**config.mk**
```make
export PLATFORM = sky130hd
export DESIGN_NAME = mac_sched
export DESIGN_NICKNAME = d
export VERILOG_FILES = /design/src/rtl/mac_sched_pkg.sv /design/src/rtl/mac_sched_rr.sv /design/src/rtl/mac_sched.sv
export SDC_FILE = /design/constraint.sdc
export NUM_CORES = 1
export LEC_CHECK = 0
export ABC_CLOCK_PERIOD_IN_PS = 3500
export CAP_MARGIN = 20
export CORE_MARGIN = 4
export CORE_UTILIZATION = 40
export DETAILED_ROUTE_END_ITERATION = 10
export PLACE_DENSITY = 0.78
export SKIP_CTS_REPAIR_TIMING = 1
export SLEW_MARGIN = 40
export SYNTH_ARGS = -nofsm -noshare
export SYNTH_HDL_FRONTEND = slang
export SYNTH_SLANG_ARGS = --single-unit
```
**constraint.sdc**
```tcl
create_clock -name clk -period 3.5 [get_ports clk]
set_clock_uncertainty 0.2 [all_clocks]
set_input_delay 0.35 -clock clk [delete_from_list [all_inputs] [get_ports clk]]
set_output_delay 0.35 -clock clk [all_outputs]
set_load 0.02 [all_outputs]
```
**src/rtl/mac_sched_pkg.sv**
```systemverilog
// Shared types and constants for the MAC request scheduler.
package mac_sched_pkg;

  localparam int DATA_W      = 16;
  localparam int ACC_W       = 32;
  localparam int NREQ_DEF    = 4;
  localparam int TIMEOUT_DEF = 16;

  typedef enum logic [1:0] {
    IDLE  = 2'd0,
    ISSUE = 2'd1,
    WAIT  = 2'd2,
    RESP  = 2'd3
  } state_t;

  function automatic int ptr_width(input int n);
    return (n > 1) ? $clog2(n) : 1;
  endfunction

endpackage

```
**src/rtl/mac_sched_rr.sv**
```systemverilog
// Round-robin arbiter: picks the first set request starting at ptr,
// wrapping modulo NREQ, and returns it one-hot.
module rr_arbiter
  import mac_sched_pkg::*;
#(
  parameter int NREQ  = NREQ_DEF,
  parameter int PTR_W = ptr_width(NREQ_DEF)
) (
  input  logic [NREQ-1:0]  req,
  input  logic [PTR_W-1:0] ptr,
  output logic [NREQ-1:0]  winner,
  output logic             any_req
);

  logic [PTR_W-1:0] cand;

  // Scan from the farthest position back toward ptr so the candidate
  // closest to ptr is the one left standing.
  always_comb begin
    winner = '0;
    cand   = '0;
    for (int i = NREQ - 1; i >= 0; i--) begin
      cand = PTR_W'((int'(ptr) + i) % NREQ);
      if (req[cand]) begin
        winner       = '0;
        winner[cand] = 1'b1;
      end
    end
  end

  assign any_req = |req;

endmodule

```
**src/rtl/mac_sched.sv**
```systemverilog
// Scheduler that lets NREQ requesters share one external MAC, one
// operation at a time, with round-robin fairness and a WAIT timeout.
module mac_sched
  import mac_sched_pkg::*;
#(
  parameter int NREQ    = NREQ_DEF,
  parameter int TIMEOUT = TIMEOUT_DEF
) (
  input  logic                     clk,
  input  logic                     reset,
  input  logic [NREQ-1:0]          req,
  input  logic [NREQ*DATA_W-1:0]   a_in,
  input  logic [NREQ*DATA_W-1:0]   b_in,
  output logic [NREQ-1:0]          gnt,
  output logic [NREQ-1:0]          rsp_valid,
  output logic signed [ACC_W-1:0]  rsp_y,
  output logic                     rsp_err,
  output logic                     mac_valid,
  output logic signed [DATA_W-1:0] mac_a,
  output logic signed [DATA_W-1:0] mac_b,
  input  logic signed [ACC_W-1:0]  mac_y,
  input  logic                     mac_done
);

  localparam int PTR_W = ptr_width(NREQ);
  localparam int TMR_W = (TIMEOUT > 1) ? $clog2(TIMEOUT) : 1;

  state_t                   state_q, state_n;
  logic [PTR_W-1:0]         idx_q, idx_n;
  logic [PTR_W-1:0]         ptr_q, ptr_n;
  logic [TMR_W-1:0]         timer_q, timer_n;
  logic signed [DATA_W-1:0] a_q, a_n;
  logic signed [DATA_W-1:0] b_q, b_n;
  logic signed [ACC_W-1:0]  y_q, y_n;
  logic                     err_q, err_n;
  logic [NREQ-1:0]          block_q, block_n;

  logic [NREQ-1:0]          arb_req;
  logic [NREQ-1:0]          winner;
  logic                     any_req;
  logic [PTR_W-1:0]         win_idx;
  logic signed [DATA_W-1:0] win_a;
  logic signed [DATA_W-1:0] win_b;
  logic [NREQ-1:0]          idx_onehot;

  assign arb_req = req & ~block_q;

  rr_arbiter #(
    .NREQ  (NREQ),
    .PTR_W (PTR_W)
  ) u_arb (
    .req     (arb_req),
    .ptr     (ptr_q),
    .winner  (winner),
    .any_req (any_req)
  );

  // Turn the one-hot winner into an index and pick up its operands.
  always_comb begin
    win_idx = '0;
    win_a   = '0;
    win_b   = '0;
    for (int i = 0; i < NREQ; i++) begin
      if (winner[i]) begin
        win_idx = PTR_W'(i);
        win_a   = a_in[i*DATA_W +: DATA_W];
        win_b   = b_in[i*DATA_W +: DATA_W];
      end
    end
  end

  // Decode the latched requester index for the grant and response buses.
  always_comb begin
    idx_onehot = '0;
    for (int i = 0; i < NREQ; i++) begin
      if (idx_q == PTR_W'(i)) begin
        idx_onehot[i] = 1'b1;
      end
    end
  end

  // Next-state and output decode; a just-served requester is blocked for
  // the single IDLE cycle after its response so it cannot be re-picked.
  always_comb begin
    state_n   = state_q;
    idx_n     = idx_q;
    ptr_n     = ptr_q;
    timer_n   = timer_q;
    a_n       = a_q;
    b_n       = b_q;
    y_n       = y_q;
    err_n     = err_q;
    block_n   = '0;
    gnt       = '0;
    rsp_valid = '0;
    rsp_y     = '0;
    rsp_err   = 1'b0;
    mac_valid = 1'b0;
    mac_a     = '0;
    mac_b     = '0;

    case (state_q)
      IDLE: begin
        if (any_req) begin
          idx_n   = win_idx;
          a_n     = win_a;
          b_n     = win_b;
          state_n = ISSUE;
        end
      end

      ISSUE: begin
        gnt       = idx_onehot;
        mac_valid = 1'b1;
        mac_a     = a_q;
        mac_b     = b_q;
        timer_n   = '0;
        state_n   = WAIT;
      end

      WAIT: begin
        gnt   = idx_onehot;
        mac_a = a_q;
        mac_b = b_q;
        if (mac_done) begin
          y_n     = mac_y;
          err_n   = 1'b0;
          state_n = RESP;
        end else if (timer_q == TMR_W'(TIMEOUT - 1)) begin
          y_n     = '0;
          err_n   = 1'b1;
          state_n = RESP;
        end else begin
          timer_n = timer_q + TMR_W'(1);
        end
      end

      RESP: begin
        gnt       = idx_onehot;
        mac_a     = a_q;
        mac_b     = b_q;
        rsp_valid = idx_onehot;
        rsp_y     = y_q;
        rsp_err   = err_q;
        ptr_n     = (idx_q == PTR_W'(NREQ - 1)) ? '0 : idx_q + PTR_W'(1);
        block_n   = idx_onehot;
        state_n   = IDLE;
      end

      default: begin
        state_n = IDLE;
      end
    endcase
  end

  // State and datapath registers with synchronous reset.
  always_ff @(posedge clk) begin
    if (reset) begin
      state_q <= IDLE;
      idx_q   <= '0;
      ptr_q   <= '0;
      timer_q <= '0;
      a_q     <= '0;
      b_q     <= '0;
      y_q     <= '0;
      err_q   <= 1'b0;
      block_q <= '0;
    end else begin
      state_q <= state_n;
      idx_q   <= idx_n;
      ptr_q   <= ptr_n;
      timer_q <= timer_n;
      a_q     <= a_n;
      b_q     <= b_n;
      y_q     <= y_n;
      err_q   <= err_n;
      block_q <= block_n;
    end
  end

endmodule

```
# After elaboration in Yosys (flattened, before gate mapping)
# Cells that the tools add are included.
# W data, S select, Z words.
[op_classes] n_reduce_logical=14 n_mux=54 eq_ne=11 n_lt_le_gt_ge=8 n_addsub=5 bitwise_logic=2
[op_table] cell="$mux W16" count=10
[op_table] cell="$mux W32" count=3
[op_table] cell="$mux W4" count=8
[op_table] cell="$mux W1" count=17
[op_table] cell="$lt A2 B3 Y1 const B" count=4
[op_table] cell="$mux W2" count=6
[op_table] cell="$bmux W1 S2" count=4
[op_table] cell="$demux W1 S2" count=4
[op_table] cell="$eq A2 B2 Y1 const B" count=4
[op_table] cell="$ge A2 B1 Y1 const B" count=4
[op_table] cell="$pmux W2 S4" count=1
[op_table] cell="$pmux W4 S2" count=1
[op_table] cell="$ne A2 B2 Y1 const B" count=3
[op_table] cell="$reduce_and A2 Y1" count=3
[op_table] cell="$add A2 B1 Y2 const B" count=2
[op_table] cell="$add A2 B2 Y2 const B" count=2
[op_table] cell="$add A4 B1 Y4 const B" count=1
[op_table] cell="$and A4 B4 Y4" count=1
[op_table] cell="$eq A2 B1 Y1 const B" count=2
[op_table] cell="$eq A4 B4 Y1 const B" count=1
[op_table] cell="$logic_and A1 B1 Y1" count=4
[op_table] cell="$logic_not A2 Y1" count=2
[op_table] cell="$not A4 Y4" count=1
[op_table] cell="$reduce_bool A2 Y1" count=2
[op_table] cell="4 further kinds" count=4
[word_totals] in_bits=167 output_inout_bits=74 regBits=79 wordCells=103

# Depth between registers and ports, before layout
# Gate-level depths: netlist of run 1.
[depth] depth_word=13 depth_mapped=10 mapped_depth_nobuf=8

# Cells and area by module
# A second synthesis of run 1 with hierarchy kept.
[hier_totals] cells_unflattened=575 area_unflattened_um2=4847.1
[by_module_without_submodules] mod="mac_sched" area_each_um2=4425.5 seq_area_each_um2=1581.5 cells_each=527 instances=1
[by_module_without_submodules] mod="rr_arbiter" area_each_um2=421.7 seq_area_each_um2=0.0 cells_each=48 instances=1

# Least setup slack after synthesis of run 1
# OpenSTA, ideal clock, no wires.
[synth_path] path_type="reg-to-reg" start="register ptr_q[1]" end="register a_q[13]" period_less_slack_ns=2.725 setup_slack_ns=0.775 path_stages_with_launch=10 required_ns=3.170 t_arrival_ns=2.395 path_buffers=2 path_cell_list="dfxtp_1 > buf_2 > inv_1 > ha_1 > mux4_2 > nand3_1 > clkbuf_1 > a211oi_1 > a211oi_1 > o31ai_1"
[synth_via] elab_chain_cells=13
[synth_lines] item="start, declared" line="mac_sched.sv:30" rtl="logic [PTR_W-1:0] ptr_q, ptr_n;"
[synth_lines] item="start signal, assigned" line="mac_sched.sv:171" rtl="ptr_q <= ptr_n;"
[synth_lines] item="$add A2 B2 Y2" line="mac_sched_rr.sv:23" rtl="cand = PTR_W'((int'(ptr) + i) % NREQ);"
[synth_lines] item="$lt A2 B3 Y1 (implied by the code) or $ge A2 B1 Y1 (tied branches)" line="mac_sched_rr.sv:26" rtl="winner[cand] = 1'b1;"
[synth_lines] item="$logic_and A1 B1 Y1 (implied by the code)" line="mac_sched_rr.sv:26"
[synth_lines] item="$mux W1 (implied by the code)" line="mac_sched_rr.sv:26"
[synth_lines] item="$demux W1 S2"
[synth_lines] item="$mux W4 (3 in series)" line="mac_sched_rr.sv:24" rtl="if (req[cand]) begin"
[synth_lines] item="$mux W4 *" line="mac_sched_rr.sv:24"
[synth_lines] item="$mux W16 (3 in series)" line="mac_sched.sv:64" rtl="if (winner[i]) begin"
[synth_lines] item="$mux W16 *" line="mac_sched.sv:64"
[synth_lines] item="end signal, assigned" line="mac_sched.sv:173" rtl="a_q <= a_n;"
[synth_lines] item="end, declared" line="mac_sched.sv:32" rtl="logic signed [DATA_W-1:0] a_q, a_n;"
# Mark *: on every way between the ends. The rest lies on a longest branch, timed or not. The select of a mux whose other input is x is not followed.
# A chain may end at the register's enable or synchronous reset.

# Worst setup path after layout of run 1
[layout_path] start="register ptr_q[0]" end="register b_q[6]"
[layout_via] elab_chain_cells=13
[layout_lines] item="$add A2 B2 Y2" line="mac_sched_rr.sv:23"
[layout_lines] item="$lt A2 B3 Y1 (implied by the code) or $ge A2 B1 Y1 (tied branches)" line="mac_sched_rr.sv:26"
[layout_lines] item="$logic_and A1 B1 Y1 (implied by the code)" line="mac_sched_rr.sv:26"
[layout_lines] item="$mux W1 (implied by the code)" line="mac_sched_rr.sv:26"
[layout_lines] item="$demux W1 S2"
[layout_lines] item="$mux W4 (3 in series)" line="mac_sched_rr.sv:24"
[layout_lines] item="$mux W4 *" line="mac_sched_rr.sv:24"
[layout_lines] item="$mux W16 (3 in series)" line="mac_sched.sv:64"
[layout_lines] item="$mux W16 *" line="mac_sched.sv:64"
[layout_lines] item="end signal, assigned" line="mac_sched.sv:174" rtl="b_q <= b_n;"
[layout_lines] item="end, declared" line="mac_sched.sv:33" rtl="logic signed [DATA_W-1:0] b_q, b_n;"
# Marked as above.

==> metrics.txt, run 1 <==
Setup-failing EPs final=0; status=finished clean; Clock Latency Late Sink=approximately 340 ps; CP max-delay cell=or4_1; Final Max Slew Viols=0; highest clock rate=303 MHz; Overflow after GRT=0; commonest non-fill, non-tap cell in the layout=clkdlybuf4s50_1; H-tree depth=3; commonest non-fill, non-tap cells in the layout=clkdlybuf4s50_1 (240), dfxtp_1 (79), nor2_1 (78); switch share=0.417; CP Launch Type=flop; Distinct cells, synth=between 40 and 50; main combinational cell family by area after synthesis=compound AO/OA/AOI/OAI gates; pre-CTS setup slack=-109 ps; FF-to-FF path depth=7; crit-path cells=nor4bb_2, or4_1, a211o_1, o211a_1, buf_4, a211oi_1, o31ai_1; Slew HR=0.497; Detail Route Antenna Nets=0; NumNets Final=~1000; core area=between 0.01 and 0.015 mm²; share of the yosys chip area belonging to registers=0.296; I/O Buffers=between 200 and 250; global-route wire length before repair=31.0 mm; fin util=0.647; flop-to-flop setup slack=200 ps; multiplexer share of the synthesized area=0.0267; combinational share of power=0.546; hold path cells=2; synth warn=0; clk sinks=between 70 and 80; DR iter-0 viols=around 450; #FFs+latches synth=a little under 80; setup ws final=just over 200 ps; Critical Path Sink Type=flop; Worst path max stage delay=around 830 ps; RSZ-0062 raised after global routing=false; peak supply drop=~0.45 mV; GPL Wtd Cong=between 0.9 and 1; max-cap viol count=0; Post-Syn Area per Cell=roughly 8.2 µm²; Clk pwr share=0.216; via count=~6000; vias in the first global route=6204; initial core utilization=0.416; Core Rows=41; top cell type's share of synthesized area=0.296; CTS tree=done; Slew @ Worst Pin=754 ps; non-filler instance count after layout=between 1000 and 1500; residual DRC count=0; clock buffer count from CTS=9; Hold WS=approximately 290 ps; Mapped Cells=approximately 650; CP max FO=13; minimum clock period=between 3000 and 4000 ps; CP required=roughly 3500 ps; cell leakage power=~3.1 nW; critical path data arrival time=3310 ps; hold crit path type=reg -> reg; Compound-Gate Fraction of Synth Area=0.339; Placed Cells incl. Taps=approximately 1000; post-synthesis xor/xnor area fraction=0.00328; crit path kind=reg -> reg; fraction of layout cells with a size suffix above 1=0.104; Post-synth EDFFs=0; leading area contributor after synthesis=dfxtp_1; Via density=between 5 and 6; GRT Util Overall=0.254; Post-Synthesis Cell Area=0.00534 mm²; CTS Root Cell=clkbuf_16; period utilization=0.942; 1st-pass router iterations=5; Die Y=124 µm; WL/cell=19.1 µm; P_sw=2.08 mW; final WL=~20 mm; Synth Area in Simple Gates=0.213; Primary FF master, synth=dfxtp_1; sequential power share=0.239; clock buffer depth=2; clock-pin slew on the worst setup and hold paths=70 ps; Synth Net Count=832; final hold vios=0; die area=about 0.015 mm²; Area Overhead vs Synth=55.5%; Synth async-reset ratio=0; internal power=roughly 2.9 mW; dpl hpwl=around 15 mm; Synth area leaders=dfxtp_1 (30%), a211oi_1 (9.7%), a22oi_1 (9.0%); adder-cell share of the synthesized area=0.0398; largest net degree at the start of global routing=37; PwrDens=between 600 and 700 mW/mm²; antenna violations before repair=0; I/O pins=about 240; die width=~120 µm
final cells by class:
class                   count  area [µm²]
repair buffers            265        2630
multi-input cells         466        3380
diodes                      1        2.50
well taps                 172         215
clock inverters             5        86.3
clock buffers              11         253
flip-flops and latches     79        1580
fillers                  1055        4520
inverters                  42         158
flip-flops by register name (all words and copies together), names as in the netlist:
| register | cells |
|---|---|
| y_q | 32 |
| timer_q | 4 |
| block_q | 4 |
| err_q | 1 |
| b_q | 16 |
| ptr_q | 2 |
| state_q | 2 |
| idx_q | 2 |
| a_q | 16 |
worst paths after layout:
check / startpoint / end
worst max-delay path: ptr_q[0] / b_q[6]
worst min-delay path: b_q[11] / b_q[11]
worst max register to register: ptr_q[0] / b_q[6]
worst min register to register: b_q[11] / b_q[11]
worst max-delay path: cells and delay by family (launching register included):
kind	cells	cell delay, ps
simple gates	2	1000
compound gates	4	1130
flops	1	620
buf+inv	1	210
power groups by stage:
stage | Sequential (mW) | Clock (mW) | Combinational, mW
2_1_floorplan | 1.17 | 0 | 1.78
3_3_place_gp | 1.20 | 0 | 2.61
3_5_place_dp | 1.20 | 0 | 2.68
4_1_cts | 1.19 | 1.09 | 2.71
5_1_grt | 1.21 | 1.13 | 2.93
6_report | 1.19 | 1.08 | 2.72
per-layer routing:
layer / vias to the layer above / GRT usage / part of all wire
met2: 284 / 0.427 / 0.51
li1: 2775 / - / -
met3: 59 / 0.0407 / 0.065
met1: 2817 / 0.317 / 0.39
met5: - / 0 / 0
met4: 0 / 0.124 / 0.036
cells by family after synthesis:
| logic type | after synthesis |
|---|---|
| AOI/OAI and AO/OA | 213 |
| xor gates and xnor gates | 2 |
| DFF | 79 |
| buffers and inverters | 103 |
| adders and majority gates | 17 |
| and+or+nand+nor | 226 |
| muxes | 8 |
synth_stat cells (all sizes together), types with 3 or more instances:
master / number
clkbuf: 42
ha: 17
nand3: 4
mux2i: 3
nand2: 35
o31ai: 34
o41ai: 3
a22oi: 64
and2: 42
nor2b: 42
mux4: 5
buf: 19
nand2b: 7
a211oi: 101
inv: 42
nor3: 6
nor2: 80
dfxtp: 79
a21oi: 3
through the flow:
stage | total power [mW] | setup TNS, ps | area [µm²]
global route | 5.28 | 0 | 8300
floorplan | 2.95 | 0 | 5340
global placement | 3.80 | 0 | 7940
detailed placement | 3.89 | -2890 | 7950
CTS | 4.99 | 0 | 8280
finish | 4.99 | 0 | 8300
No activity file was read; power rests on OpenSTA's default activity.
==> run 2, diff against run 1 <==
--- a/config.mk
+++ b/config.mk
@@ -8,9 +8,10 @@
 export ABC_CLOCK_PERIOD_IN_PS = 3500
 export CAP_MARGIN = 20
 export CORE_MARGIN = 4
-export CORE_UTILIZATION = 40
+export CORE_UTILIZATION = 35
 export DETAILED_ROUTE_END_ITERATION = 10
-export PLACE_DENSITY = 0.78
+export DONT_BUFFER_PORTS = 1
+export PLACE_DENSITY = 0.5
 export SKIP_CTS_REPAIR_TIMING = 1
 export SLEW_MARGIN = 40
 export SYNTH_ARGS = -nofsm -noshare
==> run 2 against run 1 <==
Against the previous run: the flow now finishes with violations (negative hold slack); final area fell by 21%; sequential share of layout area rose by 5.2 points; critical path type unchanged; global-route usage is 5.8 points lower; flip-flop and latch count is the same; first-iteration DRC count fell by 33%; wire length is 10% lower; critical path depth grew 1; power shrank 8.4%; count of clock-buffer cells in the layout fell by 1; utilization shrank 20 points; maximum frequency is 3.1% higher; worst setup slack improved by 98 ps.
==> metrics.txt, run 2 (same netlist as run 1, synthesis figures left out) <==
WL/cell=20.4 µm (was 19.1 µm); Setup-failing EPs final=0 (unchanged); fin util=0.443 (was 0.647); met1 Use GR=0.249 (was 0.317); Via density=5.77 (was 5.70); Top Usage Layer GRT=met2 (unchanged); commonest non-fill, non-tap cell in the layout=dfxtp_1 (was clkdlybuf4s50_1); Fill cells=1452 (was 1055); final hold vios=13 (was 0); clock buffer depth=2 (unchanged); fraction of layout cells with a size suffix above 1=0.135 (was 0.104); Clock Latency Late Sink=340 ps (about the same); CTS tree=done (unchanged); non-filler instance count after layout=875 (was 1041); crit path kind=reg -> reg (unchanged); max-cap viol count=0 (unchanged); Final Cell Area=0.00653 mm² (was 0.00830 mm²); status=finished, violations left (was finished clean); Fin Setup TNS=0 ps (unchanged); core area=0.0148 mm² (was 0.0128 mm²); Overflow after GRT=0 (unchanged); minimum clock period=3200 ps (was 3300 ps); commonest non-fill, non-tap cells in the layout=dfxtp_1 (79), nor2_1 (78), a211oi_1 (68) (was clkdlybuf4s50_1 (240), dfxtp_1 (79), nor2_1 (78)); vias in the first global route=5040 (was 6204); Core Rows=44 (was 41); global-route wire length before repair=27.7 mm (was 31.0 mm); failing checks=negative hold slack; GPL Wtd Cong=0.831 (was 0.912); via count=5047 (was 5935); Area Overhead vs Synth=22.3% (was 55.5%); overall power=4.57 mW (was 4.99 mW); Hold WS=-28.1 ps (was 288 ps); Final Max Slew Viols=0 (unchanged); clk sinks=79 (unchanged); cell leakage power=2.48 nW (was 3.14 nW); CTS Root Cell=clkbuf_16 (unchanged); DR iter-0 viols=296 (was 445); DP Area=0.00557 mm² (was 0.00795 mm²); met2 Use GR=0.319 (was 0.427); GRT Util Overall=0.196 (was 0.254); NumNets Final=870 (was 1047); die area=0.0173 mm² (was 0.0153 mm²); Slew @ Worst Pin=754 ps (about the same); Die Y=132 µm (was 124 µm); I/O pins=241 (unchanged); peak supply drop=0.320 mV (was 0.446 mV); setup ws final=302 ps (was 203 ps); 1st-pass router iterations=5 (unchanged); Detail Route Antenna Nets=0 (unchanged); flip-flop count of the largest register after layout=32 (unchanged); PwrDens=700 mW/mm² (was 601 mW/mm²); final WL=17.9 mm (was 19.9 mm); CP max FO=13 (unchanged); initial core utilization=0.362 (was 0.416); pre-CTS setup slack=295 ps (was -109 ps); Critical Path Sink Type=flop (unchanged); Biggest register=y_q (unchanged); largest net degree at the start of global routing=47 (was 37); FF/Latch Area=0.00158 mm² (unchanged); residual DRC count=0 (unchanged); die width=132 µm (was 124 µm); Placed Cells incl. Taps=797 (was 1024); Slew HR=0.496 (was 0.497); dpl hpwl=12.6 mm (was 14.7 mm); hold crit path type=in -> reg (was reg -> reg); period utilization=0.914 (was 0.942); I/O Buffers=0 (was 240); met3 Usage GRT=0.0684 (was 0.0407); Multi-input gate area=0.00339 mm² (was 0.00338 mm²); top flop regs=y_q: 32 flops, a_q: 16 flops, b_q: 16 flops (unchanged); H-tree depth=3 (unchanged); highest clock rate=313 MHz (was 303 MHz); clock buffer count from CTS=9 (unchanged); ant diodes=0 (was 1); CP required=3530 ps (was 3520 ps); flop-to-flop setup slack=300 ps (was 200 ps); antenna violations before repair=0 (unchanged); CP Launch Type=flop (unchanged); RSZ-0062 raised after global routing=false (unchanged); clock-pin slew on the worst setup and hold paths=70 ps (about the same); critical path data arrival time=3230 ps (was 3310 ps)
-- run 2: worst paths after layout --
| path | startpoint | endpoint | cells after the start |
|---|---|---|---|
| worst max-delay path | ptr_q[1] | b_q[1] | 8 |
| worst min-delay path | mac_y[10] | y_q[10] | 2 |
| worst max register to register | ptr_q[1] | b_q[1] | 8 |
| worst min register to register | b_q[2] | b_q[2] | 2 |
-- run 2: area by class of cell --
cell class,count,share of cell area
repair buffers,88,0.132
clock inverters,6,0.0115
clock buffers,10,0.0366
multi-input cells,466,0.518
inverters,42,0.0241
well taps,184,0.0352
flip-flops and latches,79,0.242
-- run 2: critical path, stage by stage, from the launching register on --
cell and delay (ps):
dfxtp_1 620, inv_1 160, ha_1 390, mux4_2 560, and3_1 250, o211a_2 400, buf_4 240, a211oi_2 170
o31ai_1 100
-- run 2: routing by layer --
layer,vias to the layer above,wire length [µm]
met1,2408,7740
met3,20,1430
met5,-,0
met4,0,201
met2,205,8520
li1,2414,-
-- run 2: power by group --
group | internal [mW] | total (mW) | switching, mW
Combinational | 0.883 | 2.37 | 1.49
Clock | 0.584 | 1.01 | 0.429
Sequential | 1.08 | 1.19 | 0.109
==> run 3, diff against run 2 <==
--- a/config.mk
+++ b/config.mk
@@ -8,10 +8,9 @@
 export ABC_CLOCK_PERIOD_IN_PS = 3500
 export CAP_MARGIN = 20
 export CORE_MARGIN = 4
-export CORE_UTILIZATION = 35
+export CORE_UTILIZATION = 40
 export DETAILED_ROUTE_END_ITERATION = 10
 export DONT_BUFFER_PORTS = 1
-export PLACE_DENSITY = 0.5
 export SKIP_CTS_REPAIR_TIMING = 1
 export SLEW_MARGIN = 40
 export SYNTH_ARGS = -nofsm -noshare
==> run 3 against run 2 <==
Against the previous run: the run still ends with negative hold slack left; sequential power barely moved; global-route usage grew 1.5 points; first-iteration DRC count increased by 77%; flip-flop and latch count stayed put; critical endpoint is now b_q[7]; largest power group unchanged; highest routed layer unchanged.
==> metrics.txt, run 3 (same netlist as run 1, synthesis figures left out) <==
status=finished, violations left (unchanged); failing checks=negative hold slack (unchanged); 1st-pass router iterations=5 (unchanged); crit path kind=reg -> reg (unchanged); fin util=0.504 (was 0.443); Hold WS=-25.1 ps (was -28.1 ps); I/O Buffers=0 (unchanged); via count=5080 (was 5047); Worst path max stage delay=600 ps (was 620 ps); HP Start=mac_y[3] (was mac_y[10]); clock buffer count from CTS=9 (unchanged); Fin Setup TNS=0 ps (unchanged); CP max FO=33 (was 13); ant diodes=0 (unchanged); period utilization=0.902 (was 0.914); die area=0.0153 mm² (was 0.0173 mm²); peak supply drop=0.276 mV (was 0.320 mV); core area=0.0128 mm² (was 0.0148 mm²); commonest non-fill, non-tap cells in the layout=dfxtp_1 (79), nor2_1 (78), a211oi_1 (68) (unchanged); die width=124 µm (was 132 µm); Biggest register=y_q (unchanged); Clock Latency Late Sink=340 ps (about the same); antenna violations before repair=0 (unchanged); I/O pins=241 (unchanged); clock buffer depth=2 (unchanged); worst r2r src=ptr_q[1] (unchanged); Setup-failing EPs final=0 (unchanged); Core Rows=41 (was 44); minimum clock period=3160 ps (was 3200 ps); max-cap viol count=0 (unchanged); H-tree depth=3 (unchanged); Crit path max-delay family=compound AO/OA/AOI/OAI gates (unchanged); commonest non-fill, non-tap cell in the layout=dfxtp_1 (unchanged); FF-to-FF path depth=7 (was 8); CP required=3520 ps (was 3530 ps); pre-CTS setup slack=336 ps (was 295 ps); Hold Path Sink=y_q[3] (was y_q[10]); clk sinks=79 (unchanged); Detail Route Antenna Nets=0 (unchanged); vias in the first global route=4751 (was 5040); Critical Path Sink Type=flop (unchanged); fraction of layout cells with a size suffix above 1=0.130 (was 0.135); final WL=17.4 mm (was 17.9 mm); final hold vios=7 (was 13); NumNets Final=866 (was 870); top flop regs=y_q: 32 flops, a_q: 16 flops, b_q: 16 flops (unchanged); WP buf/inv=1 (was 2); PwrDens=693 mW/mm² (was 700 mW/mm²); RSZ-0062 raised after global routing=false (unchanged); largest net degree at the start of global routing=47 (unchanged); initial core utilization=0.416 (was 0.362); DR iter-0 viols=523 (was 296); flop-to-flop setup slack=340 ps (was 300 ps); dpl hpwl=12.0 mm (was 12.6 mm); Area Overhead vs Synth=21.1% (was 22.3%); setup ws final=345 ps (was 302 ps); cell leakage power=2.46 nW (was 2.48 nW); R2R Path End=b_q[7] (was b_q[1]); Slew @ Worst Pin=779 ps (was 754 ps); Overflow after GRT=0 (unchanged); GPL Wtd Cong=0.822 (was 0.831); GRT Util Overall=0.211 (was 0.196); Via density=5.91 (was 5.77); Die Y=124 µm (was 132 µm); highest clock rate=317 MHz (was 313 MHz); CP Launch Type=flop (unchanged); overall power=4.48 mW (was 4.57 mW); CP max-delay cell=dfxtp_1 (unchanged); Final Max Slew Viols=0 (unchanged); hold crit path type=in -> reg (unchanged); clock-pin slew on the worst setup and hold paths=60 ps (was 70 ps); CTS tree=done (unchanged); hold path cells=2 (unchanged); flip-flop count of the largest register after layout=32 (unchanged); Slew HR=0.473 (was 0.496); critical path data arrival time=3170 ps (was 3230 ps); global-route wire length before repair=25.4 mm (was 27.7 mm); residual DRC count=0 (unchanged); WL/cell=20.2 µm (was 20.4 µm); crit-path cells=inv_1, ha_1, mux4_2, and3_1, o211a_4, a211oi_1, o31ai_1 (was inv_1, ha_1, mux4_2, and3_1, o211a_2, buf_4, a211oi_2, o31ai_1); CTS Root Cell=clkbuf_16 (unchanged)
[run 3: worst max-delay path by stage]
stage,from,end,slack [ps],cells after the start
floorplan,ptr_q[1],a_q[13],770,9
global placement,ptr_q[1],b_q[7],90,7
detailed placement,ptr_q[1],b_q[7],340,7
CTS,ptr_q[1],b_q[7],330,7
global route,ptr_q[1],a_q[14],80,8
finish,ptr_q[1],b_q[7],340,7
[run 3: through the flow]
stage | instance area [µm²] | hold WS (ps) | cells
final | 6470 | -25.1 | 859
after global routing | 6470 | 2.64 | 859
after CTS | 5830 | -146 | 797
after detailed placement | 5520 | 228 | 781
after global placement | 5480 | 227 | 779
after floorplan | 5340 | 252 | 648
[run 3: layout make-up]
class	count	area (µm²)
Tap cell	172	215
Clock buffer	9	225
Fill cell	1206	6360
Timing Repair Buffer	84	816
Inverter	42	158
Clock inverter	7	87.6
Sequential cell	79	1580
Multi-Input combinational cell	466	3380
[run 3: power by group]
group / switching [mW] / internal (mW) / total [mW]
sequential: 0.108 / 1.08 / 1.19
clock: 0.417 / 0.569 / 0.986
combinational: 1.47 / 0.838 / 2.31
total: 1.99 / 2.49 / 4.48
[run 3: metal layers]
layer / wire, µm / vias up / global-route usage / share of wire
met5: 0 / - / 0 / 0
met4: 289 / 0 / 0.0671 / 0.017
met3: 1670 / 28 / 0.0746 / 0.096
met2: 8380 / 231 / 0.348 / 0.48
met1: 7030 / 2417 / 0.258 / 0.40
li1: - / 2404 / - / -
